`config.mk`:
```
export PLATFORM = sky130hd
export DESIGN_NAME = piso_shift_tx
export DESIGN_NICKNAME = d
export VERILOG_FILES = /design/src/rtl/piso_shift_tx_pkg.sv /design/src/rtl/dff_en_ar.sv /design/src/rtl/piso_shift_tx.sv
export SDC_FILE = /design/constraint.sdc
export NUM_CORES = 1
export LEC_CHECK = 0
export ABC_AREA = 1
export BUFFER_PORTS_ARGS = -buffer_cell sky130_fd_sc_hd__buf_2
export CAP_MARGIN = 0
export CORE_ASPECT_RATIO = 1.1
export CORE_MARGIN = 4
export CORE_UTILIZATION = 50
export CTS_CLUSTER_DIAMETER = 100
export CTS_CLUSTER_SIZE = 20
export DETAILED_ROUTE_END_ITERATION = 8
export HOLD_SLACK_MARGIN = 0.15
export PLACE_DENSITY = 0.74
export SETUP_SLACK_MARGIN = 0.2
export SLEW_MARGIN = 20
export SYNTH_ARGS = -nofsm -noshare
export SYNTH_HDL_FRONTEND = slang
export SYNTH_SLANG_ARGS = --single-unit
```
`constraint.sdc`:
```
create_clock -name clk -period 1.88 [get_ports clk]
set_input_delay 0.188 -clock clk [delete_from_list [all_inputs] [get_ports clk]]
set_output_delay 0.188 -clock clk [all_outputs]
set_load 0.03 [all_outputs]
```
`src/rtl/piso_shift_tx_pkg.sv`:
```
// Shared types and constants for the parallel-in serial-out frame transmitter.
// The PARITY state exists only when PISO_SHIFT_TX_PARITY_EN is defined.
package piso_shift_tx_pkg;

  localparam int unsigned WIDTH_DEFAULT = 8;
  localparam logic        LINE_IDLE     = 1'b1;

`ifdef PISO_SHIFT_TX_PARITY_EN
  typedef enum logic [2:0] {
    ST_IDLE   = 3'd0,
    ST_START  = 3'd1,
    ST_DATA   = 3'd2,
    ST_PARITY = 3'd3,
    ST_STOP   = 3'd4
  } state_e;
`else
  typedef enum logic [2:0] {
    ST_IDLE  = 3'd0,
    ST_START = 3'd1,
    ST_DATA  = 3'd2,
    ST_STOP  = 3'd4
  } state_e;
`endif

  // Line level driven while the FSM sits in a given state (data/parity handled by caller).
  function automatic logic framing_level(input state_e st);
    return (st == ST_START) ? 1'b0 : LINE_IDLE;
  endfunction

endpackage

```
`src/rtl/dff_en_ar.sv`:
```
// Single-bit D flip-flop with clock enable and asynchronous active-high reset.
module dff_en_ar #(
  parameter logic RST_VAL = 1'b0
) (
  input  logic clk,
  input  logic reset,
  input  logic en,
  input  logic d,
  output logic q
);

  always_ff @(posedge clk or posedge reset) begin
    if (reset) begin
      q <= RST_VAL;
    end else if (en) begin
      q <= d;
    end
  end

endmodule

```
`src/rtl/piso_shift_tx.sv`:
```
// Parallel-in serial-out transmitter: start bit, WIDTH data bits LSB first, optional
// even parity (PISO_SHIFT_TX_PARITY_EN), stop bit; back-to-back loads accepted in STOP.
module piso_shift_tx
  import piso_shift_tx_pkg::*;
#(
  parameter int unsigned WIDTH = WIDTH_DEFAULT
) (
  input  logic             clk,
  input  logic             reset,
  input  logic             en,
  input  logic             load_valid,
  output logic             load_ready,
  input  logic [WIDTH-1:0] data_in,
  output logic             ser_out,
  output logic             busy,
  output logic             done
);

  localparam int unsigned CW = $clog2(WIDTH);

  state_e           state_q, state_d;
  logic [CW-1:0]    cnt_q, cnt_d;
  logic [WIDTH-1:0] shreg_q, shreg_d;
  logic             ready_q, ready_d;
  logic             busy_q, busy_d;
  logic             done_q, done_d;
  logic             ser_d;
  logic             accept;
`ifdef PISO_SHIFT_TX_PARITY_EN
  logic             par_q, par_d;
`endif

  // Next-state, datapath and next-output decode; outputs are registered from next state.
  always_comb begin
    state_d = state_q;
    cnt_d   = cnt_q;
    shreg_d = shreg_q;
`ifdef PISO_SHIFT_TX_PARITY_EN
    par_d   = par_q;
`endif
    accept  = en && load_valid && ready_q;

    if (en) begin
      case (state_q)
        ST_IDLE, ST_STOP: begin
          if (accept) begin
            state_d = ST_START;
            shreg_d = data_in;
            cnt_d   = '0;
`ifdef PISO_SHIFT_TX_PARITY_EN
            par_d   = ^data_in;
`endif
          end else begin
            state_d = ST_IDLE;
          end
        end
        ST_START: state_d = ST_DATA;
        ST_DATA: begin
          if (cnt_q == CW'(WIDTH - 1)) begin
`ifdef PISO_SHIFT_TX_PARITY_EN
            state_d = ST_PARITY;
`else
            state_d = ST_STOP;
`endif
          end else begin
            cnt_d   = cnt_q + 1'b1;
            shreg_d = shreg_q >> 1;
          end
        end
`ifdef PISO_SHIFT_TX_PARITY_EN
        ST_PARITY: state_d = ST_STOP;
`endif
        default: state_d = ST_IDLE;
      endcase
    end

    // Line level for the cycle that follows this edge.
    ser_d = framing_level(state_d);
    if (state_d == ST_DATA) begin
      ser_d = shreg_d[0];
    end
`ifdef PISO_SHIFT_TX_PARITY_EN
    if (state_d == ST_PARITY) begin
      ser_d = par_d;
    end
`endif

    ready_d = (state_d == ST_IDLE) || (state_d == ST_STOP);
    busy_d  = (state_d != ST_IDLE);
    done_d  = en && (state_d == ST_STOP);
  end

  always_ff @(posedge clk or posedge reset) begin
    if (reset) begin
      state_q <= ST_IDLE;
      cnt_q   <= '0;
      shreg_q <= '0;
      ready_q <= 1'b1;
      busy_q  <= 1'b0;
      done_q  <= 1'b0;
`ifdef PISO_SHIFT_TX_PARITY_EN
      par_q   <= 1'b0;
`endif
    end else begin
      state_q <= state_d;
      cnt_q   <= cnt_d;
      shreg_q <= shreg_d;
      ready_q <= ready_d;
      busy_q  <= busy_d;
      done_q  <= done_d;
`ifdef PISO_SHIFT_TX_PARITY_EN
      par_q   <= par_d;
`endif
    end
  end

  dff_en_ar #(
    .RST_VAL(LINE_IDLE)
  ) u_ser_ff (
    .clk  (clk),
    .reset(reset),
    .en   (en),
    .d    (ser_d),
    .q    (ser_out)
  );

  assign load_ready = ready_q;
  assign busy       = busy_q;
  assign done       = done_q;

endmodule
```
# Yosys cells after proc, flatten, opt, wreduce, memory -nomap -nowiden
# Index checks and enable logic that the tools add are counted.
[totals]
ff_bits = 18
inputBits = 12
[classes]
add_sub_neg = 1
n_eq_ne = 9
muxes = 13
n_reduce_logical = 10
[ops]
columns = ["operator", "n"]
rows = [
  ["two-way mux 8 bit", 2],
  ["case mux 8 bit (2 select lines)", 1],
  ["two-way mux 3 bit", 4],
  ["== test 3 bit, second input constant", 3],
  ["case mux 3 bit (3 select lines)", 1],
  ["== test 3 x 1 -> 1 bit, second input constant", 2],
  ["== test 3 x 2 -> 1 bit, second input constant", 2],
  ["logical NOT 3 bit", 2],
  ["case mux 3 bit (2 select lines)", 1],
  ["two-way mux 1 bit", 4],
  ["inequality test 2 bit, second input constant", 2],
  ["AND reduction 4 bit", 1],
  ["adder 3 x 1 -> 3 bit, second input constant", 1],
  ["logical AND 1 bit", 3],
  ["nonzero test 3 bit", 1],
  ["nonzero test 2 bit", 1],
  ["OR reduction 2 bit", 1],
  ["logical OR 1 bit", 1],
]

# Depth between registers and ports, before layout
# Gate-level depths: netlist of the first run.
[depth]
ltp_word = 8
depth_mapped = 11

# Cells and area by module
# Synthesis of the first run repeated with hierarchy kept, for this count alone.
[unflattened]
cells_unflattened = 117
hier_area_um2 = 923.4
[modules_own_cells]
columns = ["module", "instances", "cells_each", "area_per_inst_um2"]
rows = [
  ["piso_shift_tx", 1, 111, 878.3],
  ["dff_en_ar", 1, 6, 45.0],
]

# Worst setup path before layout of the first run
# Ideal clock, no wire load.
[synth_path]
path_type = "register to register"
from = "reg cnt_q[0]"
to = "reg shreg_q[5]"
setup_ns = 0.074
arrival_ns = 1.398
setup_slack_ns = 0.408
stages_incl_launch_ff = 11
n_path_buf = 1
period_less_slack_ns = 1.472
path_cell_list = "dfrtp_1 > ha_1 > ha_1 > inv_1 > nand2_4 > nand2_4 > nand3_4 > clkinv_4 > buf_12 > nand2_1 > o21ai_2"
[synth_between]
elab_chain_cells = 3
[synth_lines]
columns = ["element", "line_no", "rtl"]
rows = [
  ["from (decl)", "piso_shift_tx.sv:22", "logic [CW-1:0] cnt_q, cnt_d;"],
  ["from (signal assigned)", "piso_shift_tx.sv:106", "cnt_q <= cnt_d;"],
  ["== test 3 bit", "piso_shift_tx.sv:59", "if (cnt_q == CW'(WIDTH - 1)) begin"],
  ["inequality test 2 bit (no source line)", "-", ""],
  ["AND reduction 4 bit (no source line)", "-", ""],
  ["to (signal assigned)", "piso_shift_tx.sv:107", "shreg_q <= shreg_d;"],
  ["to (decl)", "piso_shift_tx.sv:23", "logic [WIDTH-1:0] shreg_q, shreg_d;"],
]
# No other way between the ends.
# A chain may end at the register's enable or synchronous reset.

# Final worst setup path of the first run
[layout_path]
from = "reg cnt_q[0]"
to = "reg u_ser_ff.q"
[layout_between]
elab_chain_cells = 7
[layout_lines]
columns = ["element", "line_no", "rtl"]
rows = [
  ["== test 3 bit (*)", "piso_shift_tx.sv:59", ""],
  ["two-way mux 3 bit", "piso_shift_tx.sv:59", ""],
  ["case mux 3 bit (3 select lines)", "piso_shift_tx.sv:44", "case (state_q)"],
  ["two-way mux 3 bit", "piso_shift_tx.sv:43", "if (en) begin"],
  ["== test 3 x 1 -> 1 bit", "piso_shift_tx_pkg.sv:27", "return (st == ST_START) ? 1'b0 : LINE_IDLE;"],
  ["two-way mux 1 bit", "piso_shift_tx_pkg.sv:27", ""],
  ["two-way mux 1 bit (*)", "piso_shift_tx.sv:79", "if (state_d == ST_DATA) begin"],
  ["to (signal assigned)", "dff_en_ar.sv:14", "q <= RST_VAL;"],
  ["to (signal assigned)", "dff_en_ar.sv:16", "q <= d;"],
  ["to (decl)", "dff_en_ar.sv:9", "output logic q"],
]
# Mark *: on every way between the ends. The rest lies on a longest branch, timed or not. The select of a mux whose other input is x is not followed.

==> impl_metrics.yaml, run 1 <==
run_status:
  status: "finished clean"
cts:
  clock_path_buffers: 2
  cts.sinks: 18
  tritoncts: "yes"
  clk_latency_ps: 300
  htreeDepth: 1
  cts.clk_slew.worst_paths_ps: 100
  root_buffer: "clkbuf_4"
  cts_made_buffers: 3
global_route:
  grt_overflow_total: 0
  grt_max_degree: 19
  grt_pass1_wl_mm: 3.291
  grt_usage_pct: 16.58
  grt_pass1_vias: 737
  antenna_found_initial: 0
pwr:
  ir_drop_uv: 739.2
  power.total_uw: 1465
  total_leakage_power_uw: 0.0005741
  power_density_mw_per_mm2: 1326
placement:
  hpwlAfterDp_mm: 1.295
  dpl_cell_area_mm2: 0.001044
  pre_cts_ws_ps: 292.2
  portBuffers: 15
  place_congestion: 0.8080
yosys:
  synthesis.nets: 126
  ys_seq_area_share_pct: 46.89
  synth_cell_types: 23
  synth_area_um2: 965.9
  synth-seq-cells: 18
  syn-mean-instance-area_um2: 8.624
  yosysWarnings: 0
  postSynthCellCount: 112
die:
  fp-row-count: 16
  die_w_um: 49.91
  dieArea_mm2: 0.002700
  die_y_um: 54.10
  initial_core_util_pct: 53.61
  pin_count: 16
  coreArea_mm2: 0.001802
routing:
  postRouteAntennaNets: 0
  first_iter_violations: 16
  viasPerCell: 5.007
  drt-pass1-iter-count: 4
  vias: 761
  wl_mm: 1.808
  wl_per_cell_um: 11.89
  drcViolationCount: 0
timing:
  hold_viol: 0
  holdWs_ps: 199.1
  rsz0062_at_grt: "false"
  finalSetupTns_ps: 0
  period_share_pct: 80.93
  drv_slew: 0
  final-setup-viol-count: 0
  max_freq_ghz: 0.6572
  relSlewSlack_pct: 55.28
  fin_skew_ps: 2.498
  worst_pin_slew_ps: 670.1
  fin_crit_ps: 1522
  worst_slack_ps: 358.5
critical_path:
  start_kind: "register"
  max_stage_delay_ps: 410
  cp_max_fo: 3
  slowest_stage: "dfrtp_1"
  crit_chain: "ha_1 > ha_1 > inv_2 > nand2_1 > nand2_1 > nand2_1 > nand2_1 > nand2_1 > nand3_1 > nand2_1 > a21oi_1"
  crit_arrival_ps: 1750
  crit_required_ps: 2110
  cp_top_family: "adder cells"
  end_kind: "register"
  crit_buf_inv: 1
  cpMostUsedCell: "nand2_1"
  worstSetupPathType: "reg -> reg"
flow_run:
  drv_cap: 0
finish:
  nFillCells: 156
  mostFrequentLayoutCell: "nand2_1"
  final_area_mm2: 0.001105
  final_nets: 149
  final_cell_mix: "34 x nand2_1, 16 x dfrtp_1, 15 x buf_2"
  antenna_cells: 0
  final_layout_size_suffix_gt1_share_pct: 31.34
  area_delta_synth_final_pct: 14.38
hold_path:
  hold_class: "in -> reg"
[power breakdown]
| part | leakage, uW | internal, uW | switching [uW] |
|---|---|---|---|
| registers | 0.000233 | 524 | 79.7 |
| logic | 0.000326 | 228 | 433 |
| clock network | 0.0000150 | 82.7 | 118 |
[synth_stat cells]
cell      instances  area, um^2
o21ai_1           1       5.000
inv_1            13       48.80
o21ai_0           8       40.04
ha_1              2       25.02
o21ai_2           4       35.03
dfrtp_1          16       400.4
nand2_4           2       22.52
nor2_2            1       6.260
nand3_4           2       35.03
nand3_1           4       20.02
nand2_1          34       127.6
nand2_2           2       12.51
clkinv_4          1       8.760
buf_12            1       20.02
inv_2             3       11.26
nor3_1            1       5.000
nor2_1            5       18.77
nor2_4            2       22.52
a21oi_2           1       8.760
a21oi_1           5       25.02
dfstp_2           2       52.55
a22o_1            1       8.760
or2_2             1       6.260
[cell families (layout without fill, tap and decap cells)]
logic type | count (synthesis) | after routing | synth area share, %
simple gates | 54 | 54 | 28.63
compound gates | 20 | 20 | 12.69
buf+inv | 18 | 40 | 9.197
fa+ha+maj | 2 | 2 | 2.590
flops | 18 | 18 | 46.89
[repair_timing]
action	CTS	global route
endpoints found under the setup margin	0	10
gates resized for setup	0	1
hold buffers	2	0
buffers inserted	0	2
endpoints found under the hold margin	17	0
[path summary, 6_finish.rpt]
path	cells after the start	start	slack, ps	endpoint
max in group asynchronous	3	reset	930	shreg_q[2]$_DFFE_PP0P_
min reg2reg	2	u_ser_ff.q$_DFFE_PP1P_	510	u_ser_ff.q$_DFFE_PP1P_
min	5	data_in[1]	200	shreg_q[1]$_DFFE_PP0P_
max reg2reg	11	cnt_q[0]$_DFFE_PP0P_	360	u_ser_ff.q$_DFFE_PP1P_
min in group asynchronous	3	reset	520	state_q[2]$_DFF_PP0_
max	11	cnt_q[0]$_DFFE_PP0P_	360	u_ser_ff.q$_DFFE_PP1P_
[worst register-to-register path: cells and delay by family (launching register included)]
family,cells,cell delay (ps)
simple gates,7,410
compound gates,1,120
fa+ha+maj,2,420
flops,1,410
buf+inv,1,100
[metrics by stage]
step,utilization [%],instances
global route,61.32,152
detailed placement,57.92,144
finish,61.32,152
global placement,57.92,144
CTS,60.49,150
floorplan,-,112
[routing by layer]
layer  GRT usage, %  up-vias  part of all wire [%]
li1               -      397                     -
met3          3.047        5                   5.4
met2          27.53       23                    47
met4          8.295        0                   2.0
met5              0        -                     0
met1          20.90      336                    45
[sequential cells by signal (all words and copies together), names as in the netlist]
name	flops
cnt_q	3
load_ready	1
shreg_q	8
busy	1
u_ser_ff.q	1
state_q	3
done	1
[cell type report]
cell class	count	area (um^2)	area share, %
timing repair buffer	19	110.1	9.966
sequential	18	452.9	41.00
multi-input combinational	76	424.2	38.39
clock buffer	4	26.28	2.378
inverter	17	68.82	6.229
tap	18	22.52	2.039
Power figures use the tool's default switching activity.
==> inputs of run 2 (changes only) <==
--- a/config.mk
+++ b/config.mk
@@ -5,17 +5,17 @@
 export SDC_FILE = /design/constraint.sdc
 export NUM_CORES = 1
 export LEC_CHECK = 0
-export ABC_AREA = 1
+export ABC_AREA = 0
 export BUFFER_PORTS_ARGS = -buffer_cell sky130_fd_sc_hd__buf_2
 export CAP_MARGIN = 0
 export CORE_ASPECT_RATIO = 1.1
 export CORE_MARGIN = 4
-export CORE_UTILIZATION = 50
+export CORE_UTILIZATION = 49
 export CTS_CLUSTER_DIAMETER = 100
 export CTS_CLUSTER_SIZE = 20
 export DETAILED_ROUTE_END_ITERATION = 8
 export HOLD_SLACK_MARGIN = 0.15
-export PLACE_DENSITY = 0.74
+export PLACE_DENSITY = 0.75
 export SETUP_SLACK_MARGIN = 0.2
 export SLEW_MARGIN = 20
 export SYNTH_ARGS = -nofsm -noshare
==> constraint.sdc (replaced) <==
create_clock -name clk -period 1.3 [get_ports clk]
set_input_delay 0.13 -clock clk [delete_from_list [all_inputs] [get_ports clk]]
set_output_delay 0.13 -clock clk [all_outputs]
set_load 0.03 [all_outputs]
==> impl_metrics.yaml, run 2 <==
timing:
  fin_skew_ps: 2.207
  finalSetupTns_ps: -4497
  worst_pin_slew_ps: 351.3
  worst_slack_ps: -379.3
  fin_crit_ps: 1679
  hold_viol: 0
  period_share_pct: 129.2
  final-setup-viol-count: 15
  max_freq_ghz: 0.5955
  rsz0062_at_grt: "true"
  relSlewSlack_pct: 76.48
  drv_slew: 0
yosys:
  synth_flop_cell: "dfrtp_1"
  yosys.area.top_type: "dfrtp_1"
  synth-edff-count: 0
  yosys-top-cells-count: "16 x dfrtp_1, 9 x inv_1, 6 x a22o_1, 6 x mux2_4"
  synth_area_mm2: 0.001008
  postSynthCellCount: 86
  ys_seq_area_share_pct: 44.91
  yosysMostFrequentCell: "dfrtp_1"
  synth_area_leaders: "dfrtp_1 40%, mux2_4 8.9%, dfstp_2 5.2%, a22o_1 5.2%, inv_1 3.3%"
  yosysWarnings: 0
  synth-seq-cells: 18
  async_reset_ff_share_pct: 100.0
  synth_cell_types: 36
  synthesis.nets: 100
  synth_top_area_share_pct: 39.70
  syn-mean-instance-area_um2: 11.73
finish:
  area_delta_synth_final_pct: 33.37
  final_layout_size_suffix_gt1_share_pct: 49.15
  fin_util_pct: 72.24
  regMostFlops: "shreg_q"
  antenna_cells: 0
  largest_reg_flops: 8
  final_cell_mix: "15 x dfrtp_1, 13 x buf_2, 11 x buf_4"
  final_area_mm2: 0.001345
  finalNonFillerCells: 145
  reg.largest.list: "shreg_q x8, cnt_q x3, state_q x3"
  mostFrequentLayoutCell: "dfrtp_1"
  final_nets: 133
global_route:
  grt_max_degree: 19
  grt_pass1_wl_mm: 3.436
  antenna_found_initial: 0
  grt_pass1_vias: 746
  grt_overflow_total: 0
  grt_usage_pct: 15.99
cts:
  cts.sinks: 18
  clk_latency_ps: 300
  htreeDepth: 1
  tritoncts: "yes"
  clock_path_buffers: 2
  cts.clk_slew.worst_paths_ps: 100
  root_buffer: "clkbuf_4"
  cts_made_buffers: 3
routing:
  postRouteAntennaNets: 0
  vias: 739
  wl_mm: 1.997
  wl_per_cell_um: 13.77
  drt-pass1-iter-count: 4
  drcViolationCount: 0
  viasPerCell: 5.097
  first_iter_violations: 5
die:
  die_y_um: 55.58
  die_w_um: 51.26
  initial_core_util_pct: 54.17
  fp-row-count: 16
  pin_count: 16
  coreArea_mm2: 0.001862
  dieArea_mm2: 0.002849
pwr:
  p_int_uw: 1356
  power_density_mw_per_mm2: 1537
  power_frac_seq_pct: 38.8
  power_frac_clock_pct: 14.0
  ir_drop_uv: 1135
  switching_share_pct: 34.39
  total_leakage_power_uw: 0.0006674
  comb_power_share_pct: 47.2
  switchingPower_uw: 710.9
critical_path:
  reg2reg_from: "cnt_q[0]$_DFFE_PP0P_"
  slowest_stage: "dfrtp_1"
  max_stage_delay_ps: 400
  crit_arrival_ps: 1870
  worstSetupPathType: "reg -> reg"
  crit_buf_inv: 0
  cp_top_family: "flip-flops"
  start_kind: "register"
  timing.critical_path.from: "cnt_q[0]$_DFFE_PP0P_"
  crit_chain: "ha_2 > ha_4 > nor3b_4 > o21a_4 > mux2_4"
  crit_required_ps: 1490
  cp_max_fo: 7
  end_kind: "register"
placement:
  portBuffers: 15
  dp.cells: 134
  hpwlAfterDp_mm: 1.461
  place_congestion: 0.7917
  dpl_cell_area_mm2: 0.001184
run_status:
  status: "finished, violations left"
  violations: "setup timing"
hold_path:
  hold_class: "in -> reg"
  min_from: "en"
flow_run:
  drv_cap: 0
## run 2: changes by cell type after synthesis, moves of 4 or more
cell     delta
nand3_1     -4
o21ai_2     -4
o21ai_0     -6
a22o_1      +5
inv_1       -4
mux2_4      +6
nor2b_1     +4
nand2_1    -30
## run 2: layer usage
| layer | wire [um] | GRT usage (%) |
|---|---|---|
| met3 | 80 | 5.630 |
| met1 | 871 | 19.86 |
| met4 | 23 | 4.494 |
| met2 | 1020 | 25.97 |
| met5 | 0 | 0 |
## run 2: final cells by class
type,instances,area (um^2)
multi-input combinational,53,539.3
sequential,18,454.2
inverter,9,33.78
clock buffer,4,26.28
tap,27,33.78
timing repair buffer,34,257.7
fill,133,516.7
## run 2: logic make-up (layout without fill, tap and decap cells)
logic type | Yosys count | after routing | share of synthesized area [%]
compound gates | 21 | 21 | 17.12
simple gates | 21 | 21 | 14.76
flops | 18 | 18 | 44.91
buf+inv | 15 | 47 | 8.683
mux | 9 | 9 | 12.04
fa+ha+maj | 2 | 2 | 2.481
## run 2: repair_timing
item | in CTS | in global routing
hold buffers | 2 | 0
hold endpoints to repair | 19 | 0
pin swaps | 9 | 9
gates cloned | 1 | 0
endpoints found under the setup margin | 20 | 20
buffers inserted | 3 | 1
gates resized for setup | 14 | 6
## run 2: power by group through the flow
stage          registers (uW)  logic (uW)  clock network, uW
2_1_floorplan             839         597                  0
3_3_place_gp              792         799                  0
3_5_place_dp              798         828                  0
4_1_cts                   802         937                300
5_1_grt                   820        1070                336
6_report                  803         976                289
## run 2: path summary, 6_finish.rpt
check / end / slack (ps) / cells after the start
max: shreg_q[2]$_DFFE_PP0P_ / -380 / 5
min: state_q[1]$_DFF_PP0_ / 170 / 3
max reg2reg: shreg_q[2]$_DFFE_PP0P_ / -380 / 5
min reg2reg: u_ser_ff.q$_DFFE_PP1P_ / 510 / 2
max in group asynchronous: load_ready$_DFF_PP1_ / 660 / 4
min in group asynchronous: shreg_q[1]$_DFFE_PP0P_ / 380 / 4
## run 2: through the flow
stage | total power, uW | worst slack (ps) | hold WS (ps)
2_1_floorplan | 1436 | -326.3 | 67.11
3_3_place_gp | 1591 | -309.9 | 151.7
3_5_place_dp | 1626 | -371.7 | 171.1
4_1_cts | 2038 | -359.4 | 159.3
5_1_grt | 2230 | -438.2 | 169.1
6_report | 2067 | -379.3 | 174.0
## run 2: worst min-delay path: stages
cell,delay (ps)
buf_2,90
buf_4,130
o22ai_1,90
==> inputs of run 3 (changes only) <==
--- a/config.mk
+++ b/config.mk
@@ -9,15 +9,16 @@
 export BUFFER_PORTS_ARGS = -buffer_cell sky130_fd_sc_hd__buf_2
 export CAP_MARGIN = 0
 export CORE_ASPECT_RATIO = 1.1
-export CORE_MARGIN = 4
-export CORE_UTILIZATION = 49
+export CORE_MARGIN = 5
+export CORE_UTILIZATION = 50
 export CTS_CLUSTER_DIAMETER = 100
 export CTS_CLUSTER_SIZE = 20
 export DETAILED_ROUTE_END_ITERATION = 8
 export HOLD_SLACK_MARGIN = 0.15
-export PLACE_DENSITY = 0.75
+export PLACE_DENSITY = 0.74
 export SETUP_SLACK_MARGIN = 0.2
 export SLEW_MARGIN = 20
 export SYNTH_ARGS = -nofsm -noshare
 export SYNTH_HDL_FRONTEND = slang
 export SYNTH_SLANG_ARGS = --single-unit
+export TNS_END_PERCENT = 10
==> constraint.sdc (replaced) <==
create_clock -name clk -period 1.95 [get_ports clk]
set_input_delay 0.195 -clock clk [delete_from_list [all_inputs] [get_ports clk]]
set_output_delay 0.195 -clock clk [all_outputs]
set_load 0.03 [all_outputs]
==> impl_metrics.yaml, run 3 (synthesis gave the netlist of run 2 again) <==
finish:
  reg.largest.list: "shreg_q x8, cnt_q x3, state_q x3"
  regMostFlops: "shreg_q"
  final_nets: 121
  largest_reg_flops: 8
  final_cell_mix: "16 x dfrtp_1, 15 x buf_2, 9 x inv_1"
  area_delta_synth_final_pct: 17.25
  antenna_cells: 0
  final_layout_size_suffix_gt1_share_pct: 36.79
  mostFrequentLayoutCell: "dfrtp_1"
routing:
  first_iter_violations: 5
  wl_per_cell_um: 14.10
  drt-pass1-iter-count: 4
  viasPerCell: 5.246
  vias: 703
  drcViolationCount: 0
  postRouteAntennaNets: 0
  wl_mm: 1.890
timing:
  drv_slew: 0
  worst_pin_slew_ps: 702.4
  finalSetupTns_ps: 0
  period_share_pct: 86.00
  max_freq_ghz: 0.5963
  final-setup-viol-count: 0
  relSlewSlack_pct: 53.12
  rsz0062_at_grt: "true"
  fin_skew_ps: 1.109
  fin_crit_ps: 1677
  hold_viol: 0
pwr:
  comb_power_share_pct: 41.0
  total_leakage_power_uw: 0.0005887
  p_int_uw: 849.0
  switching_share_pct: 34.96
  power_density_mw_per_mm2: 1104
  ir_drop_uv: 676.4
  switchingPower_uw: 456.4
  power.total_uw: 1305
  power_frac_seq_pct: 40.5
  power_frac_clock_pct: 18.5
critical_path:
  end_kind: "register"
  reg2reg_from: "cnt_q[0]$_DFFE_PP0P_"
  worstSetupPathType: "reg -> reg"
  reg2regPathDepth: 5
  crit_required_ps: 2200
  cp_max_fo: 6
  start_kind: "register"
  rrSetupSlack_ps: 270
  crit_arrival_ps: 1930
  r2r-end: "shreg_q[1]$_DFFE_PP0P_"
die:
  die_y_um: 57.10
  fp-row-count: 17
  pin_count: 16
  dieArea_mm2: 0.003016
  die_w_um: 52.82
  coreArea_mm2: 0.001957
  initial_core_util_pct: 51.53
cts:
  root_buffer: "clkbuf_4"
  htreeDepth: 1
  cts.clk_slew.worst_paths_ps: 110
  clock_path_buffers: 2
  cts.sinks: 18
  tritoncts: "yes"
  clk_latency_ps: 300
  cts_made_buffers: 3
global_route:
  grt_pass1_wl_mm: 3.091
  antenna_found_initial: 0
  grt_overflow_total: 0
  grt_usage_pct: 13.63
  grt_pass1_vias: 670
  grt_max_degree: 19
run_status:
  status: "finished clean"
flow_run:
  drv_cap: 0
hold_path:
  hold_path_depth: 2
  hold_end: "state_q[1]$_DFF_PP0_"
  hold_class: "in -> reg"
  min_from: "en"
placement:
  portBuffers: 15
  place_congestion: 0.7286
  hpwlAfterDp_mm: 1.293
## run 3: metal layers
layer / GRT usage, % / part of all wire (%) / wire length, um / vias up
met2: 20.74 / 47 / 884 / 17
met3: 2.611 / 4.7 / 88 / 3
met5: 0 / 0 / 0 / -
li1: - / - / - / 347
met4: 6.569 / 1.5 / 29 / 0
met1: 18.33 / 47 / 887 / 336
## run 3: cell type report
cell class / instances / area [um^2]
Multi-Input combinational cell: 53 / 491.7
Sequential cell: 18 / 452.9
Inverter: 9 / 33.78
Timing Repair Buffer: 22 / 132.6
Tap cell: 28 / 35.03
Fill cell: 170 / 774.5
Clock buffer: 4 / 36.28
## run 3: per-stage QoR
step / setup slack (ps) / area, um^2 / hold slack (ps) / utilization [%] / instances
after floorplan: 259.9 / 1013 / 132.1 / - / 86
after detailed placement: 190.9 / 1085 / 342.0 / 55.43 / 125
after global routing: 189.8 / 1182 / 183.9 / 60.42 / 134
final: 272.9 / 1182 / 170.2 / 60.42 / 134
after global placement: 240.0 / 1085 / 313.6 / 55.43 / 125
after CTS: 232.7 / 1166 / 162.3 / 59.59 / 134
## run 3: timing repair
item | 4_1_cts | 5_1_grt
resized for setup | 1 | 2
endpoints found under the hold margin | 17 | 0
pin swaps | 2 | 2
setup buffers | 3 | 0
endpoints found under the setup margin | 6 | 9
hold buffers | 2 | 0
## run 3: how the worst max path moves through the flow
stage / from / endpoint / cells past startpoint
global placement: cnt_q[0]$_DFFE_PP0P_ / shreg_q[5]$_DFFE_PP0P_ / 5
detailed placement: cnt_q[0]$_DFFE_PP0P_ / shreg_q[1]$_DFFE_PP0P_ / 5
global route: cnt_q[0]$_DFFE_PP0P_ / shreg_q[1]$_DFFE_PP0P_ / 5
finish: cnt_q[0]$_DFFE_PP0P_ / shreg_q[1]$_DFFE_PP0P_ / 5
CTS: cnt_q[0]$_DFFE_PP0P_ / shreg_q[1]$_DFFE_PP0P_ / 5
floorplan: cnt_q[0]$_DFFE_PP0P_ / shreg_q[1]$_DFFE_PP0P_ / 6
## run 3: critical path, cell delays in order, from the launching register on
cell     delay, ps
dfrtp_1        400
ha_1           230
ha_4           190
nor4b_2        450
a22o_1         220
mux2_4         140
## run 3: power groups by stage
stage,clock (uW),sequential [uW],combinational [uW]
detailed placement,0,531,470
global route,255,538,592
global placement,0,528,456
finish,242,529,535
floorplan,0,554,373
CTS,244,523,512
